## src/rtl/fanout_arb_pkg.sv

```systemverilog
// Shared definitions for the fanout arbiter: FSM encoding and default sizing.
package fanout_arb_pkg;

    // Arbiter FSM states; the encoding is part of the block's contract.
    typedef enum logic {
        ST_IDLE  = 1'b0,
        ST_BURST = 1'b1
    } state_t;

    // Default parameter values for the arbiter.
    localparam int NREQ_DEF      = 4;
    localparam int DW_DEF        = 16;
    localparam int BURST_MAX_DEF = 8;

endpackage

```

## src/rtl/rr_pick.sv

```systemverilog
// Combinational round-robin pick: first set bit of i_req at or above
// i_rr_ptr, wrapping past the top index. NREQ is a power of two, so the
// wrap is plain truncation of the index sum.
module rr_pick
    import fanout_arb_pkg::*;
#(
    parameter  int NREQ = NREQ_DEF,
    localparam int IW   = $clog2(NREQ)
) (
    input  logic [NREQ-1:0] i_req,
    input  logic [IW-1:0]   i_rr_ptr,
    output logic            o_found,
    output logic [IW-1:0]   o_index
);

    logic [IW-1:0] w_cand;

    // Scan offsets from farthest to nearest so the nearest requester wins.
    always_comb begin
        o_found = 1'b0;
        o_index = '0;
        w_cand  = '0;
        for (int k = NREQ - 1; k >= 0; k--) begin
            w_cand = i_rr_ptr + IW'(k);
            if (i_req[w_cand]) begin
                o_found = 1'b1;
                o_index = w_cand;
            end
        end
    end

endmodule

```

## src/rtl/fanout_arb.sv

```systemverilog
// Burst arbiter in front of the fanout block. One requester is granted at a
// time and streams up to BURST_MAX beats; the accepted beat is registered and
// presented on data_v/out_data, which feed the fanout directly.
//
// Handshake: a requester beat transfers in a cycle where req_v[i] and
// req_rdy[i] are both high; req_rdy is only ever high for the granted
// requester while in BURST and halt is low. Downstream consumes out_data in
// a cycle where data_v is high and halt is low; while halt is high, data_v
// and out_data hold.
module fanout_arb
    import fanout_arb_pkg::*;
#(
    parameter  int NREQ      = NREQ_DEF,
    parameter  int DW        = DW_DEF,
    parameter  int BURST_MAX = BURST_MAX_DEF,
    localparam int IW        = $clog2(NREQ)
) (
    input  logic               clk,
    input  logic               rst,
    input  logic [NREQ-1:0]    req_v,
    input  logic [NREQ*DW-1:0] req_data,
    input  logic [NREQ-1:0]    req_last,
    output logic [NREQ-1:0]    req_rdy,
    input  logic               halt,
    output logic               data_v,
    output logic [DW-1:0]      out_data,
    output logic [IW-1:0]      grant_id,
    output logic               busy
);

    localparam int CW = $clog2(BURST_MAX + 1);

    state_t        r_state;
    state_t        w_state_next;
    logic [IW-1:0] r_grant_id;
    logic [IW-1:0] r_rr_ptr;
    logic [CW-1:0] r_beat_cnt;
    logic [CW-1:0] w_cnt_inc;
    logic          r_data_v;
    logic [DW-1:0] r_out_data;

    logic          w_found;
    logic [IW-1:0] w_pick;
    logic          w_xfer;
    logic          w_last_beat;
    logic          w_start;
    logic          w_exit;
    logic [DW-1:0] w_beat;

    rr_pick #(
        .NREQ (NREQ)
    ) u_pick (
        .i_req    (req_v),
        .i_rr_ptr (r_rr_ptr),
        .o_found  (w_found),
        .o_index  (w_pick)
    );

    assign w_xfer      = (r_state == ST_BURST) && !halt && req_v[r_grant_id];
    assign w_beat      = req_data[int'(r_grant_id) * DW +: DW];
    assign w_cnt_inc   = r_beat_cnt + CW'(1);
    // The beat that reaches BURST_MAX closes the burst even without last.
    assign w_last_beat = req_last[r_grant_id] || (w_cnt_inc == CW'(BURST_MAX));

    // Ready goes only to the granted requester, and only when not stalled.
    always_comb begin
        req_rdy = '0;
        if ((r_state == ST_BURST) && !halt) begin
            req_rdy[r_grant_id] = 1'b1;
        end
    end

    // Next-state logic: halt freezes everything; an empty granted lane abandons.
    always_comb begin
        w_state_next = r_state;
        w_start      = 1'b0;
        w_exit       = 1'b0;
        case (r_state)
            ST_IDLE: begin
                if (!halt && w_found) begin
                    w_start      = 1'b1;
                    w_state_next = ST_BURST;
                end
            end
            ST_BURST: begin
                if (!halt) begin
                    if (!req_v[r_grant_id] || w_last_beat) begin
                        w_exit       = 1'b1;
                        w_state_next = ST_IDLE;
                    end
                end
            end
            default: begin
                w_state_next = ST_IDLE;
            end
        endcase
    end

    // FSM state register.
    always_ff @(posedge clk or negedge rst) begin
        if (!rst) begin
            r_state <= ST_IDLE;
        end else begin
            r_state <= w_state_next;
        end
    end

    // Grant, round-robin pointer and beat counter bookkeeping.
    always_ff @(posedge clk or negedge rst) begin
        if (!rst) begin
            r_grant_id <= '0;
            r_rr_ptr   <= '0;
            r_beat_cnt <= '0;
        end else begin
            if (w_start) begin
                r_grant_id <= w_pick;
                r_beat_cnt <= '0;
            end else if (w_xfer) begin
                r_beat_cnt <= w_cnt_inc;
            end
            if (w_exit) begin
                r_rr_ptr <= r_grant_id + IW'(1);
            end
        end
    end

    // Output beat register; holds under halt like the fanout input stage.
    always_ff @(posedge clk or negedge rst) begin
        if (!rst) begin
            r_data_v   <= 1'b0;
            r_out_data <= '0;
        end else if (!halt) begin
            r_data_v <= w_xfer;
            if (w_xfer) begin
                r_out_data <= w_beat;
            end
        end
    end

    assign data_v   = r_data_v;
    assign out_data = r_out_data;
    assign grant_id = r_grant_id;
    assign busy     = (r_state == ST_BURST);

endmodule

```

## config.mk

```make
export PLATFORM = sky130hd
export DESIGN_NAME = fanout_arb
export DESIGN_NICKNAME = d
export VERILOG_FILES = /design/src/rtl/fanout_arb_pkg.sv /design/src/rtl/rr_pick.sv /design/src/rtl/fanout_arb.sv
export SDC_FILE = /design/constraint.sdc
export NUM_CORES = 1
export LEC_CHECK = 0
export CAP_MARGIN = 20
export CORE_AREA = 2 2 74 76
export CTS_CLUSTER_SIZE = 10
export DETAILED_ROUTE_END_ITERATION = 10
export DIE_AREA = 0 0 76 78
export MAX_ROUTING_LAYER = met4
export PLACE_DENSITY_LB_ADDON = 0.05
export SETUP_SLACK_MARGIN = 0.4
export SKIP_LAST_GASP = 1
export SYNTH_ARGS = -nofsm -noshare
export SYNTH_HDL_FRONTEND = slang
export SYNTH_SLANG_ARGS = --single-unit
```

## constraint.sdc

```tcl
create_clock -name clk -period 1.8 [get_ports clk]
set_clock_uncertainty 0.15 [all_clocks]
set_input_delay 0.27 -clock clk [delete_from_list [all_inputs] [get_ports clk]]
set_output_delay 0.27 -clock clk [all_outputs]
set_load 0.02 [all_outputs]
```

# After elaboration in Yosys (flattened, before gate mapping)
# Index checks and enable logic that the tools add are counted.
[word_totals]
ff_bits = 26
input_bits = 75
out_inout_bits = 24
wordCells = 64
[op_classes]
addsub = 5
magnitude_cmp = 6
eq_ne = 1
n_shift = 1
n_mux = 33
bitwise = 2
n_reduce_logical = 10
[op_table]
columns = ["cell", "count"]
rows = [
  ["indexed part select 64 x 7 -> 16 bit", 1],
  ["2-to-1 mux 1 bit", 18],
  ["< comparator 2 x 3 -> 1 bit, second input constant", 5],
  ["binary-select mux 1 bit (select 2 bit)", 6],
  ["2-to-1 mux 4 bit", 3],
  ["2-to-1 mux 2 bit", 4],
  ["adder 2 x 1 -> 2 bit, second input constant", 2],
  ["adder 2 bit, second input constant", 2],
  ["adder 4 x 1 -> 4 bit, second input constant", 1],
  ["== test 4 bit, second input constant", 1],
  ["logical AND 1 bit", 4],
  ["demux 1 bit (select 2 bit)", 1],
  ["greater-or-equal comparator 2 x 1 -> 1 bit, second input constant", 1],
  ["zero test 1 bit", 2],
  ["logical OR 1 bit", 2],
  ["inverter 1 bit", 2],
  ["case mux 1 bit (2 select lines)", 1],
  ["AND reduction 2 bit", 1],
  ["nonzero test 2 bit", 1],
]

# Depth between registers and ports, before layout
[depth]
ltp_word = 11
depth_mapped = 5
ltp_nobuf = 5

# Cells and area by module
# A second synthesis with hierarchy kept.
[unflattened]
cells_unflattened = 125
area_unflattened_um2 = 1725.4
[modules_own_cells]
columns = ["mod", "instances", "cells_per_inst", "area_each_um2", "seq_area_each_um2"]
rows = [
  ["fanout_arb", 1, 112, 1647.8, 650.6],
  ["rr_pick", 1, 13, 77.6, 0.0],
]

# Worst setup path before layout
# OpenSTA, ideal clock, no wires.
[synth_path]
path_kind = "reg2reg"
from = "reg r_grant_id[0], in the netlist grant_id[0]"
to = "reg r_rr_ptr[1]"
setup_ps = 128
arrival_time_ps = 1758
required_ps = 1522
setup_slack_ps = -236
path_stages_with_launch = 5
path_buffers = 0
period_less_slack_ps = 2036
path_cell_list = "dfrtp_1 -> mux4_1 -> nand2b_4 -> o21ai_2 -> mux2_1"
[synth_via]
elab_chain_len = 7
elab_cells_between_ends = 11
classes_between = "add/sub: 1; mux: 7; reduce/logical: 3"
[synth_rtl]
columns = ["item", "line", "rtl"]
rows = [
  ["start: declaration", "fanout_arb.sv:35", "logic [IW-1:0] r_grant_id;"],
  ["start signal: assignment", "fanout_arb.sv:116", "r_grant_id <= w_pick;"],
  ["binary-select mux 1 bit (select 2 bit), on equally long branches", "fanout_arb.sv:87, fanout_arb.sv:63", ""],
  ["2-to-1 mux 1 bit, on equally long branches", "fanout_arb.sv:87, fanout_arb.sv:63", ""],
  ["zero test 1 bit or logical OR 1 bit (tied branches)", "fanout_arb.sv:87, fanout_arb.sv:63", ""],
  ["logical OR 1 bit", "fanout_arb.sv:87", "if (!req_v[r_grant_id] || w_last_beat) begin"],
  ["2-to-1 mux 1 bit", "fanout_arb.sv:87", ""],
  ["2-to-1 mux 1 bit", "fanout_arb.sv:86", "if (!halt) begin"],
  ["2-to-1 mux 1 bit", "fanout_arb.sv:78", "case (r_state)"],
  ["end signal: assignment", "fanout_arb.sv:122", "r_rr_ptr <= r_grant_id + IW'(1);"],
  ["end: declaration", "fanout_arb.sv:36", "logic [IW-1:0] r_rr_ptr;"],
]
# Several ways; a longest one is shown, not always the timed one. The select of a mux whose other input is x is not followed.
# A chain may end at the register's enable or synchronous reset.

# Worst setup path in the final report
# Ends and elaborated chain as after synthesis.

==> run_results.csv <==
group,metric,value,unit
outcome,outcome,"finished with violations",
outcome,violations,"negative setup slack",
power,p_sw,0.00155,W
global_routing,overflow,0,
logic_synthesis,seq_area_frac_synth,38.3,%
sta,worst_slack,-0.0979,ns
power,switching_share,36.0,%
logic_synthesis,synth_ff_type,"dfrtp_1",
routing,vias_per_cell,4.80,
power,power_frac_comb,63.3,%
logic_synthesis,syn_inst,118,
final_layout,drive_above_1_share,42.6,%
setup_path,crit_fanout,6,
setup_path,rrSetupSlack,-0.1,ns
final_layout,nets,323,
floorplan,io_pins,99,
power,p_int,0.00275,W
floorplan,start_util,33.6,%
floorplan,core_area,5040,um^2
setup_path,worstPathRequired,1.81,ns
logic_synthesis,ys_seq_elements,26,
sta,finalSetupViolations,22,
clocking,max-clock-path-buffers,2,
placement,dp_slack,-0.320,ns
sta,period_minus_slack,1.90,ns
job,drv_cap,0,
power,clkPwrFrac,11.4,%
clocking,cts_root_buffer,"clkbuf_8",
global_routing,grt_max_degree,27,
floorplan,fp.dieH,78,um
placement,place_congestion,0.771,
sta,finalMaxSlewViolations,0,
clocking,tritoncts,"yes",
placement,place_hpwl,3730,um
clocking,postCtsHoldBufs,0,
placement,io_buffers,98,
power,power.total,0.00430,W
global_routing,grt_pass1_wl,7620,um
sta,tightest_slew,0.455,ns
routing,wirelength,4780,um
setup_path,start_kind,"flop",
sta,whs,0.220,ns
routing,wl_per_cell,15.3,um
clocking,cts.htree.levels,1,
routing,initialDrtViolationCount,40,
global_routing,antenna_found_initial,0,
power,ir_drop,0.719,mV
logic_synthesis,synth_cell_types,33,
floorplan,die_x,76,um
worst_hold_path,min_path_type,"input pin to async pin",
final_layout,n_fill_cell,400,
global_routing,grt_usage,16.7,%
sta,rsz0062_at_grt,"yes",
final_layout,antennaDiodeCount,0,
routing,first_pass_iters,4,
floorplan,rows,26,
sta,hold_violations,0,
clocking,cts_buffers,3,
floorplan,dieArea,5930,um^2
logic_synthesis,synth_fp_nets,198,
routing,vias,1498,
global_routing,grt_pass1_vias,1562,
power,power_density,1360,nW/um^2
logic_synthesis,synth_area_per_cell,14.4,um^2
sta,final.setup.tns,-1.57,ns
clocking,cts.sinks,26,
final_layout,area_growth,85.6,%
setup_path,critPathCaptureType,"flop",
logic_synthesis,synth_edf_count,0,
logic_synthesis,async_flop_share,100,%
clocking,cts.reportedPaths.clkPinSlew,0.09,ns
logic_synthesis,synth_area,1700,um^2
logic_synthesis,yosysWarningCount,0,
routing,ant_nets,0,
setup_path,critPathKind,"flop to flop",
power,total_leakage_power,1.44,nW
sta,slew_headroom,69.7,%
sta,fmax,527,MHz
sta,fin_crit_sh,105,%
routing,drc,0,
final_layout,utilization,62.5,%
power,seq_power_share,25.3,%
clocking,clk_latency,0.27,ns
setup_path,arrival,1.91,ns
[metrics by stage]
stage / instances / instance area [um^2]
2_1_floorplan: 118 / 1790
3_3_place_gp: 299 / 2960
3_5_place_dp: 299 / 2960
4_1_cts: 308 / 3140
5_1_grt: 312 / 3150
6_report: 312 / 3150
[synthesized netlist by cell type, types with 2 or more instances]
library cell,count,area [um^2]
a21oi_1,4,20.0
and2_1,6,37.5
buf_6,3,33.8
dfrtp_1,26,651
ha_1,5,62.6
inv_1,4,15.0
mux2_2,17,191
mux2i_1,3,30.0
mux4_1,7,184
mux4_2,11,248
nand2_1,8,30.0
nand3_1,2,10.0
nor2_1,2,7.51
[registers in the layout (all words and copies together), names as in the netlist]
signal,flops
out_data,16
r_beat_cnt,4
grant_id,2
r_rr_ptr,2
busy,1
data_v,1
[kinds of logic (layout without fill, tap and decap cells)]
group                      after synthesis  after routing  synth area share, %
DFF                                     26             26                 38.3
adders and majority gates                5              5                 3.69
muxes                                   39             39                 39.2
AOI/OAI and AO/OA                       14             14                 6.27
buffers and inverters                   10            134                 4.28
and+or+nand+nor                         23             23                 7.74
xor gates and xnor gates                 1              1                0.516
[critical path: stages, from the launching register on]
cell      delay [ns]
dfrtp_2         0.47
mux4_2          0.54
nand2b_4        0.17
o21ai_4         0.15
mux2_4          0.31
[worst paths after layout]
| check | cells past startpoint | endpoint | start |
|---|---|---|---|
| setup / recovery | 4 | r_rr_ptr[1] | grant_id[0] |
| hold / removal | 2 | grant_id[0] | rst |
| setup reg to reg | 4 | r_rr_ptr[1] | grant_id[0] |
| hold reg to reg | 1 | out_data[3] | out_data[3] |
| max in group asynchronous | 2 | grant_id[1] | rst |
| min in group clk | 4 | grant_id[1] | req_v[3] |
[cell usage in the layout, fill, tap and decap left out, drive strengths merged]
cell type	Yosys	layout
a21bo	1	1
a21oi	4	4
and2	6	6
buf	6	35
bufinv	0	1
clkbuf	0	17
clkdlybuf4s15	0	2
clkdlybuf4s50	0	69
dfrtp	26	26
dlygate4sd2	0	2
dlymetal6s2s	0	4
ha	5	5
inv	4	4
mux2	18	18
mux2i	3	3
mux4	18	18
nand2	9	9
nand2b	1	1
nand3	2	2
nand3b	1	1
nor2	2	2
nor2b	1	1
nor3b	1	1
o211ai	1	1
o21a	1	1
o21ai	2	2
o22ai	1	1
o311ai	1	1
o31ai	1	1
o41ai	2	2
xnor2	1	1
[what timing repair did]
| item | in CTS | in global routing |
|---|---|---|
| buffers inserted | 5 | 4 |
| pin swaps | 4 | 3 |
| resized for setup | 83 | 34 |
| endpoints found under the setup margin | 50 | 48 |
[power by group through the flow]
stage                     Clock, W  Sequential (W)  Combinational, W
final                     0.000488         0.00109           0.00272
after global routing      0.000525         0.00113           0.00289
after CTS                 0.000500         0.00109           0.00268
after detailed placement         0         0.00109           0.00258
after global placement           0         0.00109           0.00254
after floorplan                  0         0.00135           0.00133
[routing by layer]
layer  track usage (%)  vias to the layer above  part of all wire [%]
met5                 -                        -                     0
li1                  -                      705                     -
met1              21.3                      730                    42
met3              3.37                        4                   5.8
met4              4.91                        0                   1.0
met2              27.4                       59                    51
[cell type report]
type / count / area [um^2] / area share, %
Timing Repair Buffer: 126 / 1200 / 38.1
Multi-Input combinational cell: 82 / 1120 / 35.6
Sequential cell: 26 / 654 / 20.8
Tap cell: 70 / 87.6 / 2.78
Clock buffer: 3 / 41.3 / 1.31
Clock inverter: 1 / 30.0 / 0.954
Inverter: 4 / 15.0 / 0.477
Note: power is estimated with default switching activity, not from simulation.
